<file path="src/rtl/id_ex_stage_if.sv">
// rtl/id_ex_stage_if.sv - decode/execute stage bus: upstream, register file, writeback snoop, downstream
interface id_ex_stage_if #(
   parameter int DW = 32,
   parameter int AW = 5
);
   logic          in_valid;
   logic          in_ready;
   logic [31:0]   in_instr;
   logic [31:0]   in_pc;
   logic [AW-1:0] rf_rd_addr1;
   logic [AW-1:0] rf_rd_addr2;
   logic [DW-1:0] rf_rd_data1;
   logic [DW-1:0] rf_rd_data2;
   logic          wb_en;
   logic [AW-1:0] wb_addr;
   logic [DW-1:0] wb_data;
   logic          flush;
   logic          out_valid;
   logic          out_ready;
   logic [31:0]   out_instr;
   logic [31:0]   out_pc;
   logic [AW-1:0] out_rs;
   logic [AW-1:0] out_rt;
   logic [DW-1:0] out_op_a;
   logic [DW-1:0] out_op_b;

   modport slave (
      input  in_valid, in_instr, in_pc, rf_rd_data1, rf_rd_data2,
             wb_en, wb_addr, wb_data, flush, out_ready,
      output in_ready, rf_rd_addr1, rf_rd_addr2, out_valid,
             out_instr, out_pc, out_rs, out_rt, out_op_a, out_op_b
   );

   modport master (
      output in_valid, in_instr, in_pc, rf_rd_data1, rf_rd_data2,
             wb_en, wb_addr, wb_data, flush, out_ready,
      input  in_ready, rf_rd_addr1, rf_rd_addr2, out_valid,
             out_instr, out_pc, out_rs, out_rt, out_op_a, out_op_b
   );
endinterface

</file>
<file path="src/rtl/id_ex_stage.sv">
// rtl/id_ex_stage.sv - decode-to-execute stage with operand bypass, writeback snoop and 2-entry skid buffer
module id_ex_stage #(
   parameter int DW = 32,
   parameter int AW = 5
) (
   input  logic          clk,
   input  logic          reset,
   id_ex_stage_if.slave  bus
);
   typedef enum logic [1:0] {S_EMPTY, S_ONE, S_TWO} state_t;

   state_t        r_state;
   state_t        w_next_state;
   logic          w_load_main_in;
   logic          w_load_main_skid;
   logic          w_load_skid;

   logic [31:0]   r_main_instr, r_main_pc, r_skid_instr, r_skid_pc;
   logic [AW-1:0] r_main_rs, r_main_rt, r_skid_rs, r_skid_rt;
   logic [DW-1:0] r_main_a, r_main_b, r_skid_a, r_skid_b;

   logic [AW-1:0] w_rs, w_rt;
   logic [DW-1:0] w_cap_a, w_cap_b;
   logic [DW-1:0] w_main_a_snp, w_main_b_snp, w_skid_a_snp, w_skid_b_snp;
   logic          w_accept, w_fire;

   assign w_rs = bus.in_instr[21 +: AW];
   assign w_rt = bus.in_instr[16 +: AW];
   assign bus.rf_rd_addr1 = w_rs;
   assign bus.rf_rd_addr2 = w_rt;

   // A same-cycle write is newer than what the register file returns.
   assign w_cap_a = (bus.wb_en && bus.wb_addr == w_rs) ? bus.wb_data : bus.rf_rd_data1;
   assign w_cap_b = (bus.wb_en && bus.wb_addr == w_rt) ? bus.wb_data : bus.rf_rd_data2;

   assign w_main_a_snp = (bus.wb_en && bus.wb_addr == r_main_rs) ? bus.wb_data : r_main_a;
   assign w_main_b_snp = (bus.wb_en && bus.wb_addr == r_main_rt) ? bus.wb_data : r_main_b;
   assign w_skid_a_snp = (bus.wb_en && bus.wb_addr == r_skid_rs) ? bus.wb_data : r_skid_a;
   assign w_skid_b_snp = (bus.wb_en && bus.wb_addr == r_skid_rt) ? bus.wb_data : r_skid_b;

   assign bus.in_ready  = (r_state != S_TWO);
   assign bus.out_valid = (r_state != S_EMPTY);
   assign w_accept      = bus.in_valid && bus.in_ready;
   assign w_fire        = bus.out_valid && bus.out_ready;

   assign bus.out_instr = r_main_instr;
   assign bus.out_pc    = r_main_pc;
   assign bus.out_rs    = r_main_rs;
   assign bus.out_rt    = r_main_rt;
   assign bus.out_op_a  = r_main_a;
   assign bus.out_op_b  = r_main_b;

   always_comb begin
      w_next_state     = r_state;
      w_load_main_in   = 1'b0;
      w_load_main_skid = 1'b0;
      w_load_skid      = 1'b0;
      if (bus.flush) begin
         w_next_state = S_EMPTY;
      end else begin
         case (r_state)
            S_EMPTY: begin
               if (w_accept) begin
                  w_next_state   = S_ONE;
                  w_load_main_in = 1'b1;
               end
            end
            S_ONE: begin
               if (w_accept && w_fire) begin
                  w_load_main_in = 1'b1;
               end else if (w_accept) begin
                  w_next_state = S_TWO;
                  w_load_skid  = 1'b1;
               end else if (w_fire) begin
                  w_next_state = S_EMPTY;
               end
            end
            S_TWO: begin
               if (w_fire) begin
                  w_next_state     = S_ONE;
                  w_load_main_skid = 1'b1;
               end
            end
            default: w_next_state = S_EMPTY;
         endcase
      end
   end

   always_ff @(posedge clk or negedge reset) begin
      if (!reset) begin
         r_state      <= S_EMPTY;
         r_main_instr <= '0;
         r_main_pc    <= '0;
         r_main_rs    <= '0;
         r_main_rt    <= '0;
         r_main_a     <= '0;
         r_main_b     <= '0;
         r_skid_instr <= '0;
         r_skid_pc    <= '0;
         r_skid_rs    <= '0;
         r_skid_rt    <= '0;
         r_skid_a     <= '0;
         r_skid_b     <= '0;
      end else begin
         r_state <= w_next_state;

         if (w_load_main_in) begin
            r_main_instr <= bus.in_instr;
            r_main_pc    <= bus.in_pc;
            r_main_rs    <= w_rs;
            r_main_rt    <= w_rt;
            r_main_a     <= w_cap_a;
            r_main_b     <= w_cap_b;
         end else if (w_load_main_skid) begin
            // Promoted entry carries any write landing this same cycle.
            r_main_instr <= r_skid_instr;
            r_main_pc    <= r_skid_pc;
            r_main_rs    <= r_skid_rs;
            r_main_rt    <= r_skid_rt;
            r_main_a     <= w_skid_a_snp;
            r_main_b     <= w_skid_b_snp;
         end else begin
            r_main_a     <= w_main_a_snp;
            r_main_b     <= w_main_b_snp;
         end

         if (w_load_skid) begin
            r_skid_instr <= bus.in_instr;
            r_skid_pc    <= bus.in_pc;
            r_skid_rs    <= w_rs;
            r_skid_rt    <= w_rt;
            r_skid_a     <= w_cap_a;
            r_skid_b     <= w_cap_b;
         end else begin
            r_skid_a     <= w_skid_a_snp;
            r_skid_b     <= w_skid_b_snp;
         end
      end
   end
endmodule

</file>
<file path="src/flat_wrapper.sv">
// flat-port wrapper written by rule: the top's interface ports become plain ports
module id_ex_stage_flat 
#(
   parameter int DW = 32,
   parameter int AW = 5
)
  (clk, reset, bus_in_valid, bus_in_instr, bus_in_pc, bus_rf_rd_data1, bus_rf_rd_data2, bus_wb_en, bus_wb_addr, bus_wb_data, bus_flush, bus_out_ready, bus_in_ready, bus_rf_rd_addr1, bus_rf_rd_addr2, bus_out_valid, bus_out_instr, bus_out_pc, bus_out_rs, bus_out_rt, bus_out_op_a, bus_out_op_b);
  id_ex_stage_if #(.DW(DW), .AW(AW)) bus_i ();
  input  logic clk;
  input  logic reset;
  input wire logic [$bits(bus_i.in_valid)-1:0] bus_in_valid;
  input wire logic [$bits(bus_i.in_instr)-1:0] bus_in_instr;
  input wire logic [$bits(bus_i.in_pc)-1:0] bus_in_pc;
  input wire logic [$bits(bus_i.rf_rd_data1)-1:0] bus_rf_rd_data1;
  input wire logic [$bits(bus_i.rf_rd_data2)-1:0] bus_rf_rd_data2;
  input wire logic [$bits(bus_i.wb_en)-1:0] bus_wb_en;
  input wire logic [$bits(bus_i.wb_addr)-1:0] bus_wb_addr;
  input wire logic [$bits(bus_i.wb_data)-1:0] bus_wb_data;
  input wire logic [$bits(bus_i.flush)-1:0] bus_flush;
  input wire logic [$bits(bus_i.out_ready)-1:0] bus_out_ready;
  output wire logic [$bits(bus_i.in_ready)-1:0] bus_in_ready;
  output wire logic [$bits(bus_i.rf_rd_addr1)-1:0] bus_rf_rd_addr1;
  output wire logic [$bits(bus_i.rf_rd_addr2)-1:0] bus_rf_rd_addr2;
  output wire logic [$bits(bus_i.out_valid)-1:0] bus_out_valid;
  output wire logic [$bits(bus_i.out_instr)-1:0] bus_out_instr;
  output wire logic [$bits(bus_i.out_pc)-1:0] bus_out_pc;
  output wire logic [$bits(bus_i.out_rs)-1:0] bus_out_rs;
  output wire logic [$bits(bus_i.out_rt)-1:0] bus_out_rt;
  output wire logic [$bits(bus_i.out_op_a)-1:0] bus_out_op_a;
  output wire logic [$bits(bus_i.out_op_b)-1:0] bus_out_op_b;
  assign bus_i.in_valid = bus_in_valid;
  assign bus_i.in_instr = bus_in_instr;
  assign bus_i.in_pc = bus_in_pc;
  assign bus_i.rf_rd_data1 = bus_rf_rd_data1;
  assign bus_i.rf_rd_data2 = bus_rf_rd_data2;
  assign bus_i.wb_en = bus_wb_en;
  assign bus_i.wb_addr = bus_wb_addr;
  assign bus_i.wb_data = bus_wb_data;
  assign bus_i.flush = bus_flush;
  assign bus_i.out_ready = bus_out_ready;
  assign bus_in_ready = bus_i.in_ready;
  assign bus_rf_rd_addr1 = bus_i.rf_rd_addr1;
  assign bus_rf_rd_addr2 = bus_i.rf_rd_addr2;
  assign bus_out_valid = bus_i.out_valid;
  assign bus_out_instr = bus_i.out_instr;
  assign bus_out_pc = bus_i.out_pc;
  assign bus_out_rs = bus_i.out_rs;
  assign bus_out_rt = bus_i.out_rt;
  assign bus_out_op_a = bus_i.out_op_a;
  assign bus_out_op_b = bus_i.out_op_b;
  id_ex_stage #(.DW(DW), .AW(AW)) u_core (.clk(clk), .reset(reset), .bus(bus_i));
endmodule
</file>
<file path="config.mk">
export PLATFORM = sky130hd
export DESIGN_NAME = id_ex_stage_flat
export DESIGN_NICKNAME = d
export VERILOG_FILES = /design/src/rtl/id_ex_stage_if.sv /design/src/rtl/id_ex_stage.sv /design/src/flat_wrapper.sv
export SDC_FILE = /design/constraint.sdc
export NUM_CORES = 1
export LEC_CHECK = 0
export BUFFER_PORTS_ARGS = -buffer_cell sky130_fd_sc_hd__buf_2
export CAP_MARGIN = 25
export CORE_ASPECT_RATIO = 2
export CORE_UTILIZATION = 50
export DETAILED_ROUTE_END_ITERATION = 16
export GPL_TIMING_DRIVEN = 0
export PLACE_DENSITY = 0.75
export SLEW_MARGIN = 20
export SYNTH_ARGS = -nofsm -noshare
export SYNTH_HDL_FRONTEND = slang
export SYNTH_SLANG_ARGS = --single-unit
</file>
<file path="constraint.sdc">
create_clock -name clk -period 2.6 [get_ports clk]
set_input_delay 0.52 -clock clk [delete_from_list [all_inputs] [get_ports clk]]
set_output_delay 0.52 -clock clk [all_outputs]
set_load 0.01 [all_outputs]
</file>
==> results.toml, run 1 <==
[sta]
max_freq_mhz = 402
worstMarginPinSlew_ns = 0.786
fin_crit_ns = 2.49
worst_clock_skew_ns = 0.0159
hold_viol = 0
min_period_over_period = 0.956
rsz0062_at_grt = "false"
slew_violations = 0
finalSetupViolations = 0
max_slew_margin = 0.473

[critical_path]
setup.worst_path.start_class = "register"
cp_top_family = "buffers and inverters"
critPathSlowestCell = "nor3_2"
end_kind = "register"
critPathRequiredTime_ns = 3.07
startpoint = "u_core.r_state[1]$_DFFE_PN0P_"
path_class = "register to register"
critPathMaxStageDelay_ns = 0.67
crit_buf_inv = 3
path_cells = "buf_2, nor3_2, clkbuf_1, clkbuf_1, nand2_1, nand2_1"
cp_max_fo = 10
r2r-start = "u_core.r_state[1]$_DFFE_PN0P_"
critical_path_arrival_ns = 2.96

[synthesis]
syn_nets = 1625
synth_ff_type = "dfrtp_1"
yosysWarningCount = 0
synth.distinct_cells = 51
synthCells = 1454
ys_seq_elements = 258
synth_edf_count = 0
syn_area_sq_mm = 0.0138
avgSynthCellArea_sq_um = 9.46
ys_async_sr_fraction = 1.00
yosysSeqAreaShare = 0.470

[drt]
route.detailed.drc = 0
wirelength_mm = 47.5
ant_nets = 0
initialDrtViolationCount = 1326
vias = 13400
vias_per_cell = 6.16
wl_per_cell_um = 21.9
drt_pass1_iterations = 8

[die]
die_width_um = 119
dieArea_sq_mm = 0.0282
coreArea_sq_mm = 0.0270
ios = 321
start_util = 0.509
rows = 85
die_y_um = 237

[pwr]
p_sw_frac = 0.331
p_leak_nw = 8.13
power_frac_clock = 0.283
internal_power_mw = 8.69
p_comb_frac = 0.262
peakVddDrop_mv = 0.620
switchingPower_mw = 4.31
power_density_mw_per_mm2 = 780
seq_power_share = 0.454

[global_route]
overflow = 0
grt_max_degree = 86
grt_use_total = 0.339
antenna_found_initial = 7
grt_pass1_wl_mm = 74.3
grt_pass1_vias = 13900

[placement]
io_buffers = 315
place_inst = 2121
hpwl_mm = 35.7
place_congestion = 0.907

[job]
maxCapViolCount = 0

[cells_and_area]
final_cells = 2168
drive_gt1_frac = 0.281
final_cell_mix = "348 x buf_2, 258 x dfrtp_1, 232 x nand2_1"
layout.cells.most_common = "buf_2"
syn2layout_area_growth_pct = 21.3
post-route-util = 0.617
layout.nets = 1971

[clock_tree]
cts.repair.resized = 0
cts_tree = "built"
post-cts-setup-buffers = 0
postCtsHoldBufs = 1
cts-root-buf = "clkbuf_16"
cts_made_buffers = 24
clock_latency_ns = 0.55
cts_sinks = 258
h-tree-depth = 1
cts_buffer_depth = 3
clk_pin_slew_worst_paths_ns = 0.07

[outcome]
status = "finished clean"

[min_path]
hold_path_class = "input port to register"
min-delay-start = "bus_in_instr[15]"
-- power by group through the flow --
stage                     Clock (mW)  Combinational, mW  Sequential, mW
after floorplan                    0               1.95            5.95
after global placement             0               3.25            5.88
after detailed placement           0               3.39            5.94
after CTS                       3.71               3.41            5.87
after global routing            3.86               3.77            6.00
final                           3.69               3.41            5.91
-- path summary, 6_finish.rpt --
kind,slack (ns),cells past startpoint,to
min in group asynchronous,0.46,2,u_core.r_skid_pc[31]$_DFFE_PN0P_
max,0.11,6,u_core.r_skid_rt[3]$_DFFE_PN0P_
min reg2reg,0.48,2,u_core.r_skid_pc[0]$_DFFE_PN0P_
max reg2reg,0.11,6,u_core.r_skid_rt[3]$_DFFE_PN0P_
min,0.19,3,u_core.r_skid_instr[15]$_DFFE_PN0P_
max in group asynchronous,0.68,5,u_core.bus.out_op_b[6]$_DFFE_PN0P_
-- worst min-delay path, stage by stage --
cell     delay (ns)
buf_2          0.09
nand2_1        0.04
nand2_1        0.05
-- cell type report --
cell class	instances	area (sq um)
Antenna cell	3	7.51
Buffer	154	850
Tap cell	348	435
Timing Repair Buffer	320	1690
Sequential cell	258	6460
Multi-Input combinational cell	943	6080
Clock inverter	10	105
Clock buffer	33	686
Fill cell	2411	10300
Inverter	99	372
-- metrics by stage --
step                instance area (sq um)  total power, mW  TNS, ns  setup WS (ns)  hold slack (ns)
floorplan                           13800             7.90        0          0.586            0.224
global placement                    15800             9.13  -976.84          -3.71            0.459
detailed placement                  15900             9.32    -4.62         -0.115            0.424
CTS                                 16700             13.0        0          0.160            0.171
global route                        16700             13.6        0         0.0103            0.196
finish                              16700             13.0        0          0.114            0.185
-- cell usage after synthesis, types with 3 or more instances --
master,count,area [sq um]
dfrtp_1,258,6460
nand2_1,232,871
inv_1,99,372
nor2_1,97,364
nor3_1,67,335
a222oi_1,64,641
nand3_1,63,315
clkbuf_1,62,233
a211oi_1,44,330
o21ai_0,36,180
buf_2,34,170
a21oi_1,33,165
a32o_1,32,320
o211ai_1,32,240
o22ai_1,32,200
a21o_1,31,233
mux2i_1,31,310
o211ai_2,30,375
buf_4,29,218
xnor2_1,28,245
o41ai_1,21,184
a211oi_2,20,250
buf_6,16,180
buf_1,13,48.8
o41ai_2,10,163
nand4_1,5,31.3
xnor2_2,3,48.8
-- registers in the layout, summed over array words and instances, names as in the netlist, 4 cells and up --
| register | flops |
|---|---|
| u_core.bus.out_rt | 4 |
| u_core.bus.out_rs | 4 |
| u_core.bus.out_pc | 32 |
| u_core.r_skid_instr | 24 |
| u_core.r_skid_rt | 4 |
| u_core.r_skid_pc | 32 |
| u_core.bus.out_op_b | 32 |
| u_core.r_skid_a | 32 |
| u_core.r_skid_b | 32 |
| u_core.bus.out_instr | 24 |
| u_core.r_skid_rs | 4 |
| u_core.bus.out_op_a | 32 |
-- routing by layer --
| layer | vias up | track usage | wire, um |
|---|---|---|---|
| met1 | 6499 | 0.356 | 16000 |
| met4 | 8 | 0.239 | 2960 |
| li1 | 5941 | - | - |
| met5 | - | 0 | 44 |
| met2 | 708 | 0.608 | 25300 |
| met3 | 208 | 0.0532 | 3180 |
-- kinds of logic (layout without fill, tap and decap cells) --
family	after synthesis	in the layout	share of synthesized area
mux	32	32	0.0237
buf+inv	253	616	0.0888
compound gates	395	395	0.246
flops	258	258	0.470
simple gates	485	485	0.151
xor+xnor	31	31	0.0214
other cells	0	3	0
Note: power is estimated with default switching activity, not from simulation.
==> run 2, diff against run 1 <==
==> constraint.sdc (replaced) <==
create_clock -name clk -period 2.6 [get_ports clk]
set_input_delay 0.13 -clock clk [delete_from_list [all_inputs] [get_ports clk]]
set_output_delay 0.13 -clock clk [all_outputs]
set_load 0.01 [all_outputs]
==> run 2 against run 1 <==
Against the previous run: the run now ends with setup timing left; utilization increased by 6.1 points; routed wire length up 8.2%; register-to-register slack worse by 0.13 ns; die area did not move; critical path depth increased by 1; first-iteration DRC count increased by 6.9%; combinational power increased by 7.3%; sequential share of layout area decreased by 3.5 points; power rose by 2.2%; non-clock buffer count is 163 higher; sequential power is essentially flat; largest cell class unchanged; largest power group unchanged.
==> results.toml, run 2 (synthesized netlist as in run 1, its figures left out) <==
[outcome]
status = "complete, but fails checks"
violations = "setup timing"

[global_route]
grt_pass1_wl_mm = 80.8
overflow = 0
antenna_found_initial = 4
grt_pass1_vias = 15200
grt_max_degree = 86
grt_use_total = 0.368

[clock_tree]
cts_tree = "built"
post-cts-setup-buffers = 0
cts_sinks = 258
cts_buffer_depth = 3
h-tree-depth = 1
cts_made_buffers = 24
clock_latency_ns = 0.55
cts-root-buf = "clkbuf_16"
clk_pin_slew_worst_paths_ns = 0.07

[pwr]
peakVddDrop_mv = 0.659
p_leak_nw = 8.82
power_density_mw_per_mm2 = 725
fin_total_pwr_mw = 13.3

[drt]
vias_per_cell = 6.13
ant_nets = 0
vias = 14300
initialDrtViolationCount = 1418
drt_pass1_iterations = 8
wirelength_mm = 51.4
route.detailed.drc = 0
wl_per_cell_um = 22.0

[critical_path]
startpoint = "u_core.r_skid_rs[2]$_DFFE_PN0P_"
path_cells = "xnor2_1, nand4_1, or2_1, buf_2, buf_6, o211ai_1, a32o_1"
critPathMaxStageDelay_ns = 0.48
path_class = "register to register"
r2r-start = "u_core.r_skid_rs[2]$_DFFE_PN0P_"
cp_max_fo = 10
cp_top_family = "simple AND/OR/NAND/NOR gates"
end_kind = "register"
setup.worst_path.start_class = "register"
crit_buf_inv = 2
critPathRequiredTime_ns = 3.08
critPathSlowestCell = "nand4_1"
critical_path_arrival_ns = 3.09

[sta]
max_freq_mhz = 383
setup_slack_ns = -0.0123
whs_ns = 0.0681
worst_clock_skew_ns = 0.0160
fin_crit_ns = 2.61
hold_viol = 0
rsz0062_at_grt = "false"
worstMarginPinSlew_ns = 0.807
slew_violations = 0
tns_ns = -0.0123
finalSetupViolations = 1
min_period_over_period = 1.00
max_slew_margin = 0.459

[die]
rows = 85
dieArea_sq_mm = 0.0282
die_y_um = 237
ios = 321
start_util = 0.509
die_width_um = 119
coreArea_sq_mm = 0.0270

[placement]
post-place-ws_ns = 0.190
place_area_sq_mm = 0.0159
hpwl_mm = 35.7
place_inst = 2121
place_congestion = 0.907
io_buffers = 315

[cells_and_area]
final_cell_mix = "348 x buf_2, 258 x dfrtp_1, 232 x nand2_1"
post-route-util = 0.678
layout.cells.most_common = "buf_2"
final_cells = 2332
layout.nets = 2134
fin_area_sq_mm = 0.0183
syn2layout_area_growth_pct = 33.2
drive_gt1_frac = 0.259

[min_path]
hold_path_class = "input port to async pin"

[job]
maxCapViolCount = 0
run 2: path summary, 6_finish.rpt:
path                                                 endpoint  slack (ns)  depth (start not counted)
setup reg to reg           u_core.bus.out_op_a[5]$_DFFE_PN0P_       -0.01                          7
hold reg to reg               u_core.r_skid_pc[0]$_DFFE_PN0P_        0.48                          2
max in group asynchronous  u_core.bus.out_op_b[6]$_DFFE_PN0P_        1.05                          5
min in group clk                u_core.r_skid_b[31]$_DFF_PN0_        0.23                          5
setup / recovery           u_core.bus.out_op_a[5]$_DFFE_PN0P_       -0.01                          7
hold / removal               u_core.r_skid_pc[31]$_DFFE_PN0P_        0.07                          2
run 2: final cells by class:
type | instances | area, sq um
Timing Repair Buffer | 483 | 3320
Clock inverter | 10 | 105
Inverter | 99 | 372
Buffer | 154 | 851
Antenna cell | 4 | 10.0
Multi-Input combinational cell | 943 | 6080
Clock buffer | 33 | 686
Fill cell | 2124 | 8690
Sequential cell | 258 | 6460
Tap cell | 348 | 435
run 2: timing repair:
action,in CTS,in global routing
endpoints found under the hold margin,365,0
resized for setup,0,3
hold buffers,164,0
endpoints found under the setup margin,0,2
run 2: worst reg2reg max path: cells and delay by family, from the launching register on:
kind / cells / cell delay (ns)
buffers and inverters: 2 / 0.35
XOR/XNOR: 1 / 0.17
flip-flops: 1 / 0.41
AND/OR/NAND/NOR: 2 / 0.88
AO/OA/AOI/OAI: 2 / 0.75
run 2: layer usage:
layer	global-route usage	vias to the layer above	routed length, um
li1	-	6266	-
met1	0.383	6826	17000
met2	0.653	928	27000
met3	0.0619	279	3690
met4	0.278	0	3720
met5	0	-	0
run 2: where the power goes:
group          switching, mW  internal [mW]
Combinational           2.02           1.64
Clock                   1.65           2.05
Sequential             0.755           5.17
==> run 3, diff against run 2 <==
--- a/config.mk
+++ b/config.mk
@@ -7,11 +7,14 @@
 export LEC_CHECK = 0
 export BUFFER_PORTS_ARGS = -buffer_cell sky130_fd_sc_hd__buf_2
 export CAP_MARGIN = 25
+export CELL_PAD_IN_SITES_DETAIL_PLACEMENT = 1
+export CELL_PAD_IN_SITES_GLOBAL_PLACEMENT = 1
 export CORE_ASPECT_RATIO = 2
-export CORE_UTILIZATION = 50
+export CORE_UTILIZATION = 41
 export DETAILED_ROUTE_END_ITERATION = 16
 export GPL_TIMING_DRIVEN = 0
-export PLACE_DENSITY = 0.75
+export PLACE_DENSITY = 0.8
+export RECOVER_POWER = 50
 export SLEW_MARGIN = 20
 export SYNTH_ARGS = -nofsm -noshare
 export SYNTH_HDL_FRONTEND = slang
==> run 3 against run 2 <==
Against the previous run: the run ends with capacitance limit, slew limit left; power increased by 4.5%; worst setup slack gained 0.11 ns; highest routed layer unchanged; cell area is 0.87% higher; final cell count rose by 4.1%; combinational power increased by 2%; sequential cell count unchanged; sequential power is 1% higher; clock skew down 0.00052 ns; die area rose by 22%.
==> results.toml, run 3 (synthesized netlist as in run 1, its figures left out) <==
[critical_path]
cp_top_family = "compound AO/OA/AOI/OAI gates"
cpMostUsedCell = "a32o_1"
cp_max_fo = 10
reg2reg_slack_ns = 0.1
end_kind = "register"
reg2reg_depth = 6
reg2reg_to = "u_core.bus.out_op_a[9]$_DFFE_PN0P_"
setup.worst_path.start_class = "register"
critPathRequiredTime_ns = 3.09
critPathMaxStageDelay_ns = 0.59
path_cells = "buf_2, nor2b_2, a32o_1, a2bb2oi_1, clkbuf_1, a32o_1"
critical_path_arrival_ns = 2.99
r2r-start = "u_core.r_state[1]$_DFFE_PN0P_"
crit_buf_inv = 2
path_class = "register to register"
critPathSlowestCell = "a2bb2oi_1"

[pwr]
internal_power_mw = 9.17
peakVddDrop_mv = 0.589
seq_power_share = 0.432
p_sw_frac = 0.340
p_leak_nw = 8.65
power_frac_clock = 0.298
switchingPower_mw = 4.72
p_comb_frac = 0.270
power_density_mw_per_mm2 = 752

[cells_and_area]
syn2layout_area_growth_pct = 34.4
final_cell_mix = "270 x buf_2, 258 x dfrtp_1, 232 x nand2_1"
drive_gt1_frac = 0.225
layout.nets = 2141
layout.cells.most_common = "buf_2"
fin_area_sq_mm = 0.0185
post-route-util = 0.561
fill_cells = 3885

[clock_tree]
clk_pin_slew_worst_paths_ns = 0.08
clock_latency_ns = 0.56
cts_tree = "built"
cts_sinks = 258
cts_made_buffers = 26
cts-root-buf = "clkbuf_16"
cts_buffer_depth = 3
h-tree-depth = 1

[sta]
tns_ns = 0
fin_crit_ns = 2.50
worstMarginPinSlew_ns = 1.73
max_slew_margin = -0.151
hold_viol = 0
max_freq_mhz = 400
min_period_over_period = 0.963
finalSetupViolations = 0
slew_violations = 26
worst_clock_skew_ns = 0.0154

[placement]
place_area_sq_mm = 0.0160
io_buffers = 315
place_congestion = 0.884
hpwl_mm = 40.7

[global_route]
grt_max_degree = 90
overflow = 0
grt_pass1_vias = 16500
antenna_found_initial = 5
grt_use_total = 0.349
grt_pass1_wl_mm = 92.9

[die]
coreArea_sq_mm = 0.0329
die_y_um = 261
ios = 321
start_util = 0.418
die_width_um = 131
rows = 94
dieArea_sq_mm = 0.0343

[min_path]
hold_end = "u_core.r_skid_b[31]$_DFF_PN0_"
hold_path_class = "input port to register"
whs_path_depth = 5
min-delay-start = "bus_in_valid"

[drt]
ant_nets = 0
wl_per_cell_um = 24.8
route.detailed.drc = 0
drt_pass1_iterations = 6
initialDrtViolationCount = 1056
vias = 14600
wirelength_mm = 60.1
vias_per_cell = 6.02

[job]
maxCapViolCount = 1

[outcome]
violations = "capacitance limit, slew limit"
status = "complete, but fails checks"
[run 3: cell count changes in the layout (fill, tap and decap cells not counted), sizes merged]
cell | previous run | this run
diode | 4 | 5
clkinv | 6 | 1
buf | 411 | 337
clkbuf | 95 | 183
clkinvlp | 2 | 3
[run 3: power by group through the flow]
stage                     clock [mW]  combinational, mW  sequential, mW
after floorplan                    0               1.95            5.95
after global placement             0               3.30            5.89
after detailed placement           0               3.48            5.97
after CTS                       4.17               3.71            5.91
after global routing            4.31               4.08            6.09
final                           4.14               3.75            6.00
[run 3: how the worst max path moves through the flow]
stage	from	to	slack, ns	cells past startpoint
floorplan	u_core.r_state[1]$_DFFE_PN0P_	u_core.bus.out_op_a[10]$_DFFE_PN0P_	0.77	8
global placement	reset	u_core.bus.out_op_a[12]$_DFFE_PN0P_	-3.59	1
detailed placement	u_core.r_state[1]$_DFFE_PN0P_	u_core.r_skid_rt[1]$_DFFE_PN0P_	0.08	6
CTS	u_core.r_state[1]$_DFFE_PN0P_	u_core.r_skid_rs[1]$_DFFE_PN0P_	0.05	6
global route	u_core.r_state[1]$_DFFE_PN0P_	u_core.bus.out_instr[4]$_DFFE_PN0P_	-0.009	7
finish	u_core.r_state[1]$_DFFE_PN0P_	u_core.bus.out_op_a[9]$_DFFE_PN0P_	0.1	6
[run 3: worst min-delay path: stages]
cell,delay (ns)
buf_2,0.13
nand2b_4,0.10
nor3_4,0.09
nand2_1,0.08
o221a_1,0.16
[run 3: area by class of cell]
| class | count | area, sq um | area share |
|---|---|---|---|
| sequential | 258 | 6460 | 0.349 |
| clock buffer | 42 | 842 | 0.0456 |
| clock inverter | 6 | 87.6 | 0.00474 |
| antenna | 5 | 12.5 | 0.000677 |
| tap | 432 | 541 | 0.0293 |
| multi-input combinational | 943 | 6090 | 0.330 |
| inverter | 99 | 372 | 0.0201 |
| buffer | 154 | 852 | 0.0461 |
| timing repair buffer | 488 | 3220 | 0.174 |
[run 3: repair_timing]
item	in CTS	in global routing
setup buffers	0	5
hold buffers	164	0
endpoints found under the hold margin	438	0
setup endpoints to repair	0	26
resized for setup	0	7
[run 3: stage by stage]
| stage | hold slack (ns) | setup slack [ns] | power (mW) | cells |
|---|---|---|---|---|
| final | 0.191 | 0.0973 | 13.9 | 2427 |
| after CTS | 0.0160 | 0.0488 | 13.8 | 2417 |
| after global placement | 0.335 | -3.59 | 9.18 | 2201 |
| after floorplan | -0.166 | 0.770 | 7.90 | 1454 |
| after detailed placement | -0.000538 | 0.0791 | 9.45 | 2205 |
| after global routing | 0.209 | -0.00850 | 14.5 | 2427 |
[run 3: layer usage]
| metal | routed length [um] | global-route usage | vias to the layer above |
|---|---|---|---|
| met4 | 4180 | 0.256 | 0 |
| met1 | 19800 | 0.338 | 7324 |
| met2 | 32400 | 0.655 | 722 |
| li1 | - | - | 6285 |
| met3 | 3680 | 0.0670 | 270 |
| met5 | 0 | 0 | - |
